--- src/rtl/riscv_pkg.sv ---
// Shared types and constants for the fetch stage: next-PC selector,
// fetch FSM states and the canonical NOP used as the reset instruction.
package riscv_pkg;

  typedef enum logic [1:0] {
    PC_PLUS4 = 2'b00,
    PC_IMM   = 2'b01,
    PC_JALR  = 2'b10,
    PC_RSVD  = 2'b11
  } pc_sel_e;

  typedef enum logic [2:0] {
    ST_IDLE  = 3'd0,
    ST_REQ   = 3'd1,
    ST_WAIT  = 3'd2,
    ST_VALID = 3'd3,
    ST_HALT  = 3'd4
  } fetch_state_e;

  // addi x0, x0, 0
  localparam logic [31:0] NOP_INSTR = 32'h0000_0013;

endpackage

--- src/rtl/pc_next_mux.sv ---
// Next-PC selection and alignment check. Purely combinational; the
// fetch FSM decides whether the result is committed.
module pc_next_mux
  import riscv_pkg::*;
(
  input  logic [31:0] pc,
  input  pc_sel_e     pc_sel,
  input  logic [31:0] immediate,
  input  logic [31:0] jalr_target,
  output logic [31:0] pc_next,
  output logic        misaligned
);

  // Select the redirect target; JALR clears bit 0, the reserved code falls back to PC+4
  always_comb begin
    pc_next = pc + 32'd4;
    case (pc_sel)
      PC_IMM:  pc_next = pc + immediate;
      PC_JALR: pc_next = {jalr_target[31:1], 1'b0};
      default: pc_next = pc + 32'd4;
    endcase
    misaligned = (pc_next[1:0] != 2'b00);
  end

endmodule

--- src/rtl/instruction_fetch_unit.sv ---
// Instruction fetch: owns the PC, issues one read at a time to instruction
// memory and holds the fetched word for decode until the core retires it.
module instruction_fetch_unit
  import riscv_pkg::*;
#(
  parameter logic [31:0] RESET_PC = 32'h0000_0000
) (
  input  logic        clk,
  input  logic        reset,
  input  logic [1:0]  PCSel,
  input  logic [31:0] Immediate,
  input  logic [31:0] JalrTarget,
  input  logic        Stall,
  output logic        IMemReq,
  output logic [31:0] IMemAddr,
  input  logic        IMemValid,
  input  logic [31:0] IMemRData,
  output logic [31:0] Instruction,
  output logic        InstrValid,
  output logic [31:0] PC,
  output logic [31:0] PCPlus4,
  output logic        MisalignFault
);

  fetch_state_e state_reg, state_next;
  logic [31:0]  pc_reg;
  logic [31:0]  instr_reg;
  logic         fault_reg;
  logic [31:0]  pc_next;
  logic         misaligned;
  logic         retire;

  pc_next_mux u_pc_next_mux (
    .pc          (pc_reg),
    .pc_sel      (pc_sel_e'(PCSel)),
    .immediate   (Immediate),
    .jalr_target (JalrTarget),
    .pc_next     (pc_next),
    .misaligned  (misaligned)
  );

  // The core takes the instruction on the edge where it is valid and not stalled
  assign retire = (state_reg == ST_VALID) && !Stall;

  // Fetch sequencing: request, wait for data, present, then retire or halt on a bad target
  always_comb begin
    state_next = state_reg;
    case (state_reg)
      ST_IDLE:  state_next = ST_REQ;
      ST_REQ:   state_next = ST_WAIT;
      ST_WAIT:  if (IMemValid) state_next = ST_VALID;
      ST_VALID: if (retire) state_next = misaligned ? ST_HALT : ST_REQ;
      ST_HALT:  state_next = ST_HALT;
      default:  state_next = ST_IDLE;
    endcase
  end

  // State, PC, instruction and fault registers; responses only land while waiting
  always_ff @(posedge clk or posedge reset) begin
    if (reset) begin
      state_reg <= ST_IDLE;
      pc_reg    <= RESET_PC;
      instr_reg <= NOP_INSTR;
      fault_reg <= 1'b0;
    end else begin
      state_reg <= state_next;
      if ((state_reg == ST_WAIT) && IMemValid) begin
        instr_reg <= IMemRData;
      end
      if (retire && !misaligned) begin
        pc_reg <= pc_next;
      end
      if (retire && misaligned) begin
        fault_reg <= 1'b1;
      end
    end
  end

  assign IMemReq       = (state_reg == ST_REQ);
  assign IMemAddr      = pc_reg;
  assign Instruction   = instr_reg;
  assign InstrValid    = (state_reg == ST_VALID);
  assign PC            = pc_reg;
  assign PCPlus4       = pc_reg + 32'd4;
  assign MisalignFault = fault_reg;

endmodule

--- config.mk ---
export PLATFORM = sky130hd
export DESIGN_NAME = instruction_fetch_unit
export DESIGN_NICKNAME = d
export VERILOG_FILES = /design/src/rtl/riscv_pkg.sv /design/src/rtl/pc_next_mux.sv /design/src/rtl/instruction_fetch_unit.sv
export SDC_FILE = /design/constraint.sdc
export NUM_CORES = 1
export LEC_CHECK = 0
export ABC_AREA = 1
export CORE_ASPECT_RATIO = 0.9
export CORE_UTILIZATION = 40
export DETAILED_ROUTE_END_ITERATION = 8
export GPL_ROUTABILITY_DRIVEN = 0
export PLACE_DENSITY = 0.83
export SLEW_MARGIN = 20
export SYNTH_ARGS = -nofsm -noshare
export SYNTH_HDL_FRONTEND = slang
export SYNTH_SLANG_ARGS = --single-unit
--- constraint.sdc ---
create_clock -name clk -period 2.5 [get_ports clk]
set_clock_uncertainty 0.05 [all_clocks]
set_input_delay 0.5 -clock clk [delete_from_list [all_inputs] [get_ports clk]]
set_output_delay 0.5 -clock clk [all_outputs]
set_load 0.02 [all_outputs]
==> reports/results.tsv, run 1 <==
metric	value	unit
status	finished, violations left	
failing checks	negative setup slack	
# placed instances	1636	
unrepaired setup endpoints after global routing	yes	
Synth top area share	0.267	
first-pass GRT wire length	40500	um
Mapped Area	6650	um2
Hold Vio Cnt, Final	0	
drt via density	5.26	
Unique masters post-synth	43	
cell count after synthesis	1114	
CP required	2.73	ns
worst reg2reg path endpoint	IMemAddr[14]	
H-tree Lvls	3	
Residual DRC	0	
register bit total from synthesis	68	
Hold WC Path Type	register to register	
worst setup margin	-0.164	ns
startpoint types	register	
CTS buffer count	9	
Detail Route Antenna Nets	0	
Final setup viols	11	
Crit. End Element	register	
core area	16200	um2
Least-Margin Pin Slew	0.521	ns
Total GRT Usage	0.306	
Synth area leaders	nand2_1 (27%), dfrtp_1 (24%), inv_1 (8.7%), ha_1 (6.6%), nor2_1 (4.6%)	
Synth warnings	0	
PwrDens	1180	nW/um2
starting DRC count in detailed routing	950	
via count	8794	
Remaining Overflow, GRT	0	
Post-synth EDFFs	0	
non-filler cells in the finished layout	1672	
hold worst-path end	state_reg[2]	
FILL cells	1306	
critical path fanouts, max	5	
Leak	0.00584	uW
CTS Sinks	68	
Die ar.	17200	um2
WHS Path Cells	1	
I/O Buffers	231	
Area Growth Syn to Fin	64.3	%
Net Sw Frac	0.480	
Sequential Power Share	0.155	
Clock Tree Buf Depth	2	
Comb pwr share	0.729	
Clock Latency Late Sink	0.34	ns
Synth area leader	nand2_1	
Setup CP Type	register to register	
vias in the first global route	8180	
initial antenna violation count	0	
cts hold-fix bufs	0	
largest net degree at the start of global routing	33	
Max Fclk	0.375	GHz
Die Y	124	um
Die Wd	138	um
share of cells above drive strength 1	0.209	
ant diodes	0	
R2R Path Start	IMemAddr[13]	
Starting Density	0.411	
Clock power frac	0.116	
Synth Area per Inst	5.97	um2
Psw	6200	uW
Detailed Route WL	27600	um
clk root buf	clkbuf_16	
maximum VDD drop	1.00	mV
Final Cycle Share	1.07	
asr flop ratio synth	1.00	
1st-pass router iterations	6	
Post-DP HPWL	19900	um
Ports	233	
FP Rows	44	
hold_sp	state_reg[1]	
Final min period	2.66	ns
worst endpoint data arrival time	2.89	ns
Final Power	12900	uW
FF-to-FF path depth	13	
routed len/inst	16.5	um
slew margin rel.	0.652	
R2R Setup Slk	-0.16	ns
TritonCTS clock tree	done	
MaxCap Viol Count	0	
register area share after synthesis	0.256	
Final #Nets	1598	
Main synth FF type	dfrtp_1	
CTS clock-pin slew for the worst setup and hold paths	0.06	ns
P_int	6700	uW
max-slew violations	0	
syn_nets	1252	
[through the flow]
stage / TNS, ns / cell area, um2 / setup slack, ns / util / hold WS (ns)
2_1_floorplan: 0 / 6650 / 0.116 / - / 0.380
3_3_place_gp: -10.33 / 9990 / -0.325 / 0.617 / 0.388
3_5_place_dp: -12.43 / 9990 / -0.412 / 0.617 / 0.398
4_1_cts: -0.123 / 10600 / -0.123 / 0.655 / 0.406
5_1_grt: -2.51 / 10900 / -0.213 / 0.675 / 0.432
6_report: -0.713 / 10900 / -0.164 / 0.675 / 0.411
[cell usage after synthesis, types with 4 or more instances]
cell,count
a21oi_1,55
buf_1,5
buf_2,5
buf_4,35
clkbuf_1,13
dfrtp_1,65
ha_1,35
inv_1,154
inv_2,6
nand2_1,473
nand3_1,53
nand3b_1,5
nand4_1,11
nor2_1,82
nor3_1,14
o211ai_1,11
o21ai_0,32
o21ai_1,6
or2_2,4
xor2_1,13
[layer usage]
metal  wire length [um]  part of all wire  GRT usage
met1              10700              0.39      0.402
met4               1430             0.052      0.121
met3               2880              0.10     0.0537
met2              12500              0.45      0.492
met5                  0                 0          0
[timing repair]
action                     in CTS  in global routing
pin swaps                       8                 20
gates resized for setup       126                113
setup buffers                  13                  5
cloned                          3                  0
setup endpoints to repair      48                 57
[worst max path at each step]
| stage | startpoint | to | slack, ns |
|---|---|---|---|
| 4_1_cts | IMemAddr[11] | PCPlus4[30] | -0.12 |
| 3_3_place_gp | Immediate[0] | IMemAddr[22] | -0.32 |
| 2_1_floorplan | IMemAddr[0] | IMemAddr[11] | 0.12 |
| 5_1_grt | IMemAddr[13] | PCPlus4[28] | -0.21 |
| 6_report | IMemAddr[13] | IMemAddr[14] | -0.16 |
| 3_5_place_dp | Immediate[0] | IMemAddr[5] | -0.41 |
[placed cells by master (no fill, tap or decap), drive strengths merged, types with 3 or more instances in the layout]
cell type      synthesis  final
or2                    6      6
o211ai                11     11
nor2                  87     87
xor2                  15     15
buf                   46    180
clkdlybuf4s50          0    201
bufinv                 0      3
nand3b                 5      5
a21oi                 55     55
nand3                 53     53
dfrtp                 65     65
o21bai                 3      3
ha                    35     35
nor3                  18     18
o21ai                 38     38
clkbuf                13     13
nand4                 12     12
xnor2                  3      3
nand2                475    475
dfstp                  3      3
inv                  161    162
bufbuf                 0      3
[critical path, stage by stage (launching register included)]
cell,delay [ns]
dfrtp_1,0.44
buf_4,0.20
ha_1,0.34
nand2_1,0.21
inv_1,0.08
nand2_1,0.07
nand2_1,0.08
a21oi_1,0.22
nand2_2,0.16
nand2_1,0.11
nand2_1,0.05
o21ai_0,0.27
o211ai_1,0.20
nand2_1,0.11
[cells by family (layout without fill, tap and decap cells)]
logic type / Yosys count / in the layout / synth area share
simple gates: 659 / 659 / 0.410
fa+ha+maj: 36 / 36 / 0.0688
compound gates: 113 / 113 / 0.0925
buf+inv: 220 / 571 / 0.146
xor+xnor: 18 / 18 / 0.0260
flops: 68 / 68 / 0.256
[area by class of cell]
type	count	area (um2)	area share
Clock inverter	7	124	0.0113
Timing Repair Buffer	394	3670	0.336
Clock buffer	9	225	0.0206
Tap cell	207	259	0.0237
Sequential cell	68	1710	0.156
Multi-Input combinational cell	826	4330	0.396
Inverter	161	609	0.0558
[power groups by stage]
| stage | Combinational, uW | Clock (uW) | Sequential, uW |
|---|---|---|---|
| after global routing | 10100 | 1560 | 2040 |
| after detailed placement | 8640 | 0 | 1960 |
| final | 9400 | 1500 | 2000 |
| after CTS | 8810 | 1510 | 1950 |
| after floorplan | 3980 | 0 | 2670 |
| after global placement | 8500 | 0 | 1930 |
(Power assumes the default switching activity.)
==> inputs of run 2 (changes only) <==
--- a/config.mk
+++ b/config.mk
@@ -9,8 +9,9 @@
 export CORE_ASPECT_RATIO = 0.9
 export CORE_UTILIZATION = 40
 export DETAILED_ROUTE_END_ITERATION = 8
+export DONT_BUFFER_PORTS = 1
 export GPL_ROUTABILITY_DRIVEN = 0
-export PLACE_DENSITY = 0.83
+export PLACE_DENSITY = 0.65
 export SLEW_MARGIN = 20
 export SYNTH_ARGS = -nofsm -noshare
 export SYNTH_HDL_FRONTEND = slang
==> run 2 against run 1 <==
Largest cell class unchanged; the flow now finishes without violations; global-route usage decreased by 3.9 points; worst hold slack got worse by 0.20 ns; highest routed layer unchanged; worst setup slack improved by 0.19 ns; utilization decreased by 19 points; largest power group unchanged; maximum frequency increased by 7.5%.
==> reports/results.tsv, run 2 (synthesized netlist as in run 1, its figures left out) <==
metric	value	unit	change
Final min period	2.48	ns	-0.186 ns
PwrDens	1260	nW/um2	+7.0%
Detail Route Antenna Nets	0		unchanged
worst endpoint data arrival time	1.93	ns	-0.96 ns
core area	16200	um2	unchanged
I/O Buffers	0		-100%
CTS Sinks	68		unchanged
status	complete, no violations		
Layout Utilization	0.486		-0.189
maximum VDD drop	0.898	mV	-11%
Ports	233		unchanged
ant diodes	0		unchanged
FP Rows	44		unchanged
commonest non-fill, non-tap cell in the layout	nand2_1		
CTS clock-pin slew for the worst setup and hold paths	0.06	ns	about the same
unrepaired setup endpoints after global routing	yes		
Hold Vio Cnt, Final	0		unchanged
TritonCTS clock tree	done		
Crit. End Element	output port		
H-tree Lvls	3		unchanged
Die ar.	17200	um2	unchanged
Max Fclk	0.404	GHz	+7.5%
Setup CP Type	register to output port		
commonest non-fill, non-tap cells in the layout	nand2_1 (459), inv_1 (150), buf_4 (94), nor2_1 (79), a21oi_1 (54)		
CP required	1.95	ns	-0.78 ns
slowest CP cell	dfrtp_2		
max-slew violations	0		unchanged
Least-Margin Pin Slew	0.575	ns	+0.0541 ns
Remaining Overflow, GRT	0		unchanged
first-pass GRT wire length	34500	um	-15%
via count	7057		-20%
CP top delay family	simple AND/OR/NAND/NOR gates		
Die Wd	138	um	unchanged
max incr delay on CP	0.42	ns	-0.02 ns
Final setup viols	0		-11
routed len/inst	16.8	um	+2.0%
share of cells above drive strength 1	0.172		-0.0374
Clock Tree Buf Depth	2		unchanged
MaxCap Viol Count	0		unchanged
Clock Latency Late Sink	0.33	ns	about the same
Residual DRC	0		unchanged
Area Growth Syn to Fin	18.3	%	
Starting Density	0.411		unchanged
critical path fanouts, max	7		+2
drt via density	5.12		-2.7%
FILL cells	1686		+29%
CTS buffer count	9		unchanged
Final #Nets	1305		-18%
slew margin rel.	0.615		-0.0369
initial antenna violation count	0		unchanged
Die Y	124	um	unchanged
clk root buf	clkbuf_16		
startpoint types	register		
Detailed Route WL	23200	um	-16%
1st-pass router iterations	5		-1
Hold WC Path Type	input port to register		
Total GRT Usage	0.267		-0.0388
vias in the first global route	6245		-24%
critical path buffer and inverter count	2		unchanged
Leak	0.00445	uW	-24%
crit path cell chain	buf_6 > nand4_4 > nor2_4 > inv_4 > nor2_4 > nand3b_1 > nand2_2		
most frequent CP cell	nor2_4		
Post-DP HPWL	18300	um	-8.1%
largest net degree at the start of global routing	60		+82%
starting DRC count in detailed routing	606		-36%
Final Cycle Share	0.991		-0.0746
setup TNS	0	ns	+0.713 ns
[run 2: changes by cell type in the layout (fill, tap and decap cells not counted), moves of 4 or more]
cell             change
buf_4               -62
dfrtp_2             +16
buf_6               -12
clkbuf_2             -4
xor2_2               -4
nor2_1               +6
clkdlybuf4s50_1    -201
dfrtp_1             -16
nand2_2              -6
nand2_1              +9
nor2_2               -4
[run 2: path summary, 6_finish.rpt]
kind / endpoint / slack (ns) / from / depth (start not counted)
setup / recovery: PCPlus4[29] / 0.02 / IMemAddr[6] / 7
hold / removal: Instruction[0] / 0.21 / IMemRData[0] / 2
setup reg to reg: IMemAddr[27] / 0.13 / IMemAddr[3] / 15
hold reg to reg: state_reg[2] / 0.40 / state_reg[1] / 1
max in group asynchronous: Instruction[1] / 1.24 / reset / 3
min in group asynchronous: IMemAddr[29] / 0.51 / reset / 2
[run 2: cell type report]
cell class                 count  area [um2]  area share
clock inverter                 6        65.1     0.00827
sequential                    68        1730       0.220
multi-input combinational    826        4170       0.529
timing repair buffer         101         810       0.103
inverter                     161         612      0.0777
clock buffer                  10         229      0.0291
tap                          207         259      0.0329
[run 2: power breakdown]
part	switching, uW	internal, uW	leakage, uW
registers	896	1630	0.000822
logic	4100	2050	0.00348
clock network	490	774	0.000143
[run 2: per-stage QoR]
| step | cell area, um2 | worst slack, ns | instances | power (uW) | hold WS (ns) |
|---|---|---|---|---|---|
| 4_1_cts | 7630 | 0.00138 | 1368 | 9640 | 0.199 |
| 3_3_place_gp | 7120 | 0.0404 | 1333 | 8130 | 0.286 |
| 3_5_place_dp | 7120 | 0.0454 | 1333 | 8210 | 0.286 |
| 5_1_grt | 7870 | -0.0607 | 1379 | 10700 | 0.204 |
| 2_1_floorplan | 6650 | 0.116 | 1114 | 6650 | 0.380 |
| 6_report | 7870 | 0.0224 | 1379 | 9940 | 0.210 |
[run 2: what timing repair did]
action,in CTS,in global routing
endpoints found under the setup margin,14,27
hold endpoints to repair,9,0
hold buffers,1,0
cloned,0,0
resized for setup,22,51
pin swaps,9,16
buffers inserted,18,11
[run 2: routing by layer]
metal / track usage / share of wire / up-vias
met3: 0.0704 / 0.11 / 34
met4: 0.0748 / 0.023 / 0
li1: - / - / 3538
met2: 0.411 / 0.45 / 325
met1: 0.364 / 0.42 / 3160
met5: 0 / 0 / -
==> inputs of run 3 (changes only) <==
--- a/config.mk
+++ b/config.mk
@@ -11,6 +11,7 @@
 export DETAILED_ROUTE_END_ITERATION = 8
 export DONT_BUFFER_PORTS = 1
 export GPL_ROUTABILITY_DRIVEN = 0
+export GPL_TIMING_DRIVEN = 0
 export PLACE_DENSITY = 0.65
 export SLEW_MARGIN = 20
 export SYNTH_ARGS = -nofsm -noshare
==> run 3 against run 2 <==
The flow now finishes with violations (negative setup slack); worst hold slack got worse by 0.019 ns; cell count barely moved; non-clock buffer count rose by 1; sequential power rose by 25%; critical endpoint is now PCPlus4[16].
==> reports/results.tsv, run 3 (synthesized netlist as in run 1, its figures left out) <==
metric	value	unit	change
routed len/inst	18.4	um	+9.4%
Hold WC Path Type	input port to register		
Clock Latency Late Sink	0.35	ns	+0.02 ns
Die Y	124	um	unchanged
FILL cells	1631		-3.3%
Final min period	2.71	ns	+0.228 ns
starting DRC count in detailed routing	647		+6.8%
Total GRT Usage	0.281		+0.0141
slowest CP cell	dfrtp_2		
most frequent CP cell	nor2_4		
Least-Margin Pin Slew	0.695	ns	+0.121 ns
via count	7419		+5.1%
Max Fclk	0.370	GHz	-8.4%
Detail Route Antenna Nets	0		unchanged
Ports	233		unchanged
commonest non-fill, non-tap cell in the layout	nand2_1		
H-tree Lvls	3		unchanged
initial antenna violation count	0		unchanged
worst endpoint data arrival time	2.16	ns	+0.23 ns
core area	16200	um2	unchanged
Residual DRC	0		unchanged
# placed instances	1322		-0.83%
CTS buffer count	9		unchanged
CTS Sinks	68		unchanged
Leak	0.00453	uW	+1.8%
commonest non-fill, non-tap cells in the layout	nand2_1 (442), inv_1 (145), nor2_1 (72), buf_4 (64), a21oi_1 (54)		
critical path fanouts, max	7		unchanged
critical path buffer and inverter count	2		unchanged
Crit. End Element	output port		
CP required	1.95	ns	about the same
Clock Tree Buf Depth	2		unchanged
Remaining Overflow, GRT	0		unchanged
R2R Path Start	IMemAddr[0]		
largest net degree at the start of global routing	45		-25%
Final Instance Area	8470	um2	+7.7%
maximum VDD drop	0.661	mV	-26%
TritonCTS clock tree	done		
Setup CP Type	register to output port		
Die ar.	17200	um2	unchanged
hold_sp	IMemRData[0]		
share of cells above drive strength 1	0.223		+0.0519
vias in the first global route	6526		+4.5%
drt via density	5.38		+5.1%
CTS clock-pin slew for the worst setup and hold paths	0.06	ns	about the same
1st-pass router iterations	5		unchanged
non-filler cells in the finished layout	1380		+0.073%
Starting Density	0.411		unchanged
Die Wd	138	um	unchanged
Final Power	10300	uW	+4.0%
Post-DP HPWL	18700	um	+2.3%
ant diodes	0		unchanged
Final setup viols	19		+19
Post-Place Cell Area	6940	um2	-2.4%
crit path cell chain	ha_4 > inv_4 > nor2_4 > nand4_1 > nor2_4 > buf_6 > xor2_4		
unrepaired setup endpoints after global routing	yes		
PwrDens	1220	nW/um2	-3.4%
status	finished, violations left		
clk root buf	clkbuf_16		
Final #Nets	1306		+0.077%
startpoint types	register		
max-slew violations	0		unchanged
CP top delay family	flip-flops		
worst setup margin	-0.205	ns	-0.228 ns
slew margin rel.	0.536		-0.0791
Detailed Route WL	25400	um	+9.5%
Hold Vio Cnt, Final	0		unchanged
failing checks	negative setup slack		
Crit. Startpoint	IMemAddr[2]		
DP Worst Slack	-0.506	ns	-0.551 ns
MaxCap Viol Count	0		unchanged
I/O Buffers	0		unchanged
max incr delay on CP	0.58	ns	+0.16 ns
FP Rows	44		unchanged
Area Growth Syn to Fin	27.4	%	
setup TNS	-1.99	ns	-1.99 ns
Final Cycle Share	1.08		+0.0911
first-pass GRT wire length	36300	um	+5.1%
-- run 3: cell count changes in the layout (fill, tap and decap cells not counted), moves of 10 or more --
| cell | change |
|---|---|
| nand3_1 | -10 |
| dfrtp_1 | -10 |
| o21ai_0 | -11 |
| buf_4 | -30 |
| nand2_1 | -17 |
| clkbuf_1 | +10 |
-- run 3: area by class of cell --
cell class	count	area, um2	area share
repair buffers	43	444	0.0524
multi-input cells	826	4670	0.551
clock inverters	7	73.8	0.00871
well taps	207	259	0.0306
flip-flops and latches	68	1740	0.206
clock buffers	9	225	0.0266
plain buffers	59	423	0.0499
inverters	161	632	0.0746
-- run 3: worst paths after layout --
kind / end / slack (ns) / cells after the start
worst min-delay path: Instruction[0] / 0.19 / 2
worst min register to register: state_reg[2] / 0.41 / 1
max in group asynchronous: Instruction[1] / 1.23 / 3
worst max register to register: IMemAddr[31] / -0.01 / 12
worst max-delay path: PCPlus4[16] / -0.21 / 7
min in group asynchronous: IMemAddr[30] / 0.56 / 2
-- run 3: through the flow --
stage                      util  hold slack [ns]
after detailed placement  0.429            0.329
after CTS                 0.485            0.189
final                     0.524            0.191
after global routing      0.524            0.196
after global placement    0.427            0.398
after floorplan               -            0.380
-- run 3: per-layer routing --
layer / vias up / part of all wire / global-route usage / wire [um]
met4: 0 / 0.028 / 0.0876 / 719
li1: 3531 / - / - / -
met3: 57 / 0.11 / 0.0883 / 2830
met2: 410 / 0.45 / 0.426 / 11400
met1: 3421 / 0.41 / 0.377 / 10400
met5: - / 0 / 0 / 0
-- run 3: timing repair --
item | 4_1_cts | 5_1_grt
endpoints found under the setup margin | 59 | 58
endpoints found under the hold margin | 24 | 0
hold buffers | 1 | 0
gates cloned | 0 | 4
setup buffers | 20 | 18
gates resized for setup | 116 | 111
pin swaps | 22 | 47
-- run 3: where the power goes --
group	internal, uW	switching (uW)
sequential	1640	1540
clock	778	541
combinational	2080	3770
-- run 3: worst reg2reg max path, cell delays in order, from the launching register on --
cell and delay, ns:
dfrtp_2 0.50, ha_4 0.19, inv_2 0.03, fa_1 0.47, nand2_1 0.07, a221oi_2 0.28, or2_4 0.22, nand2_8 0.09
clkinv_8 0.11, buf_12 0.15, clkbuf_16 0.17, nand3_2 0.07, nand2_1 0.07
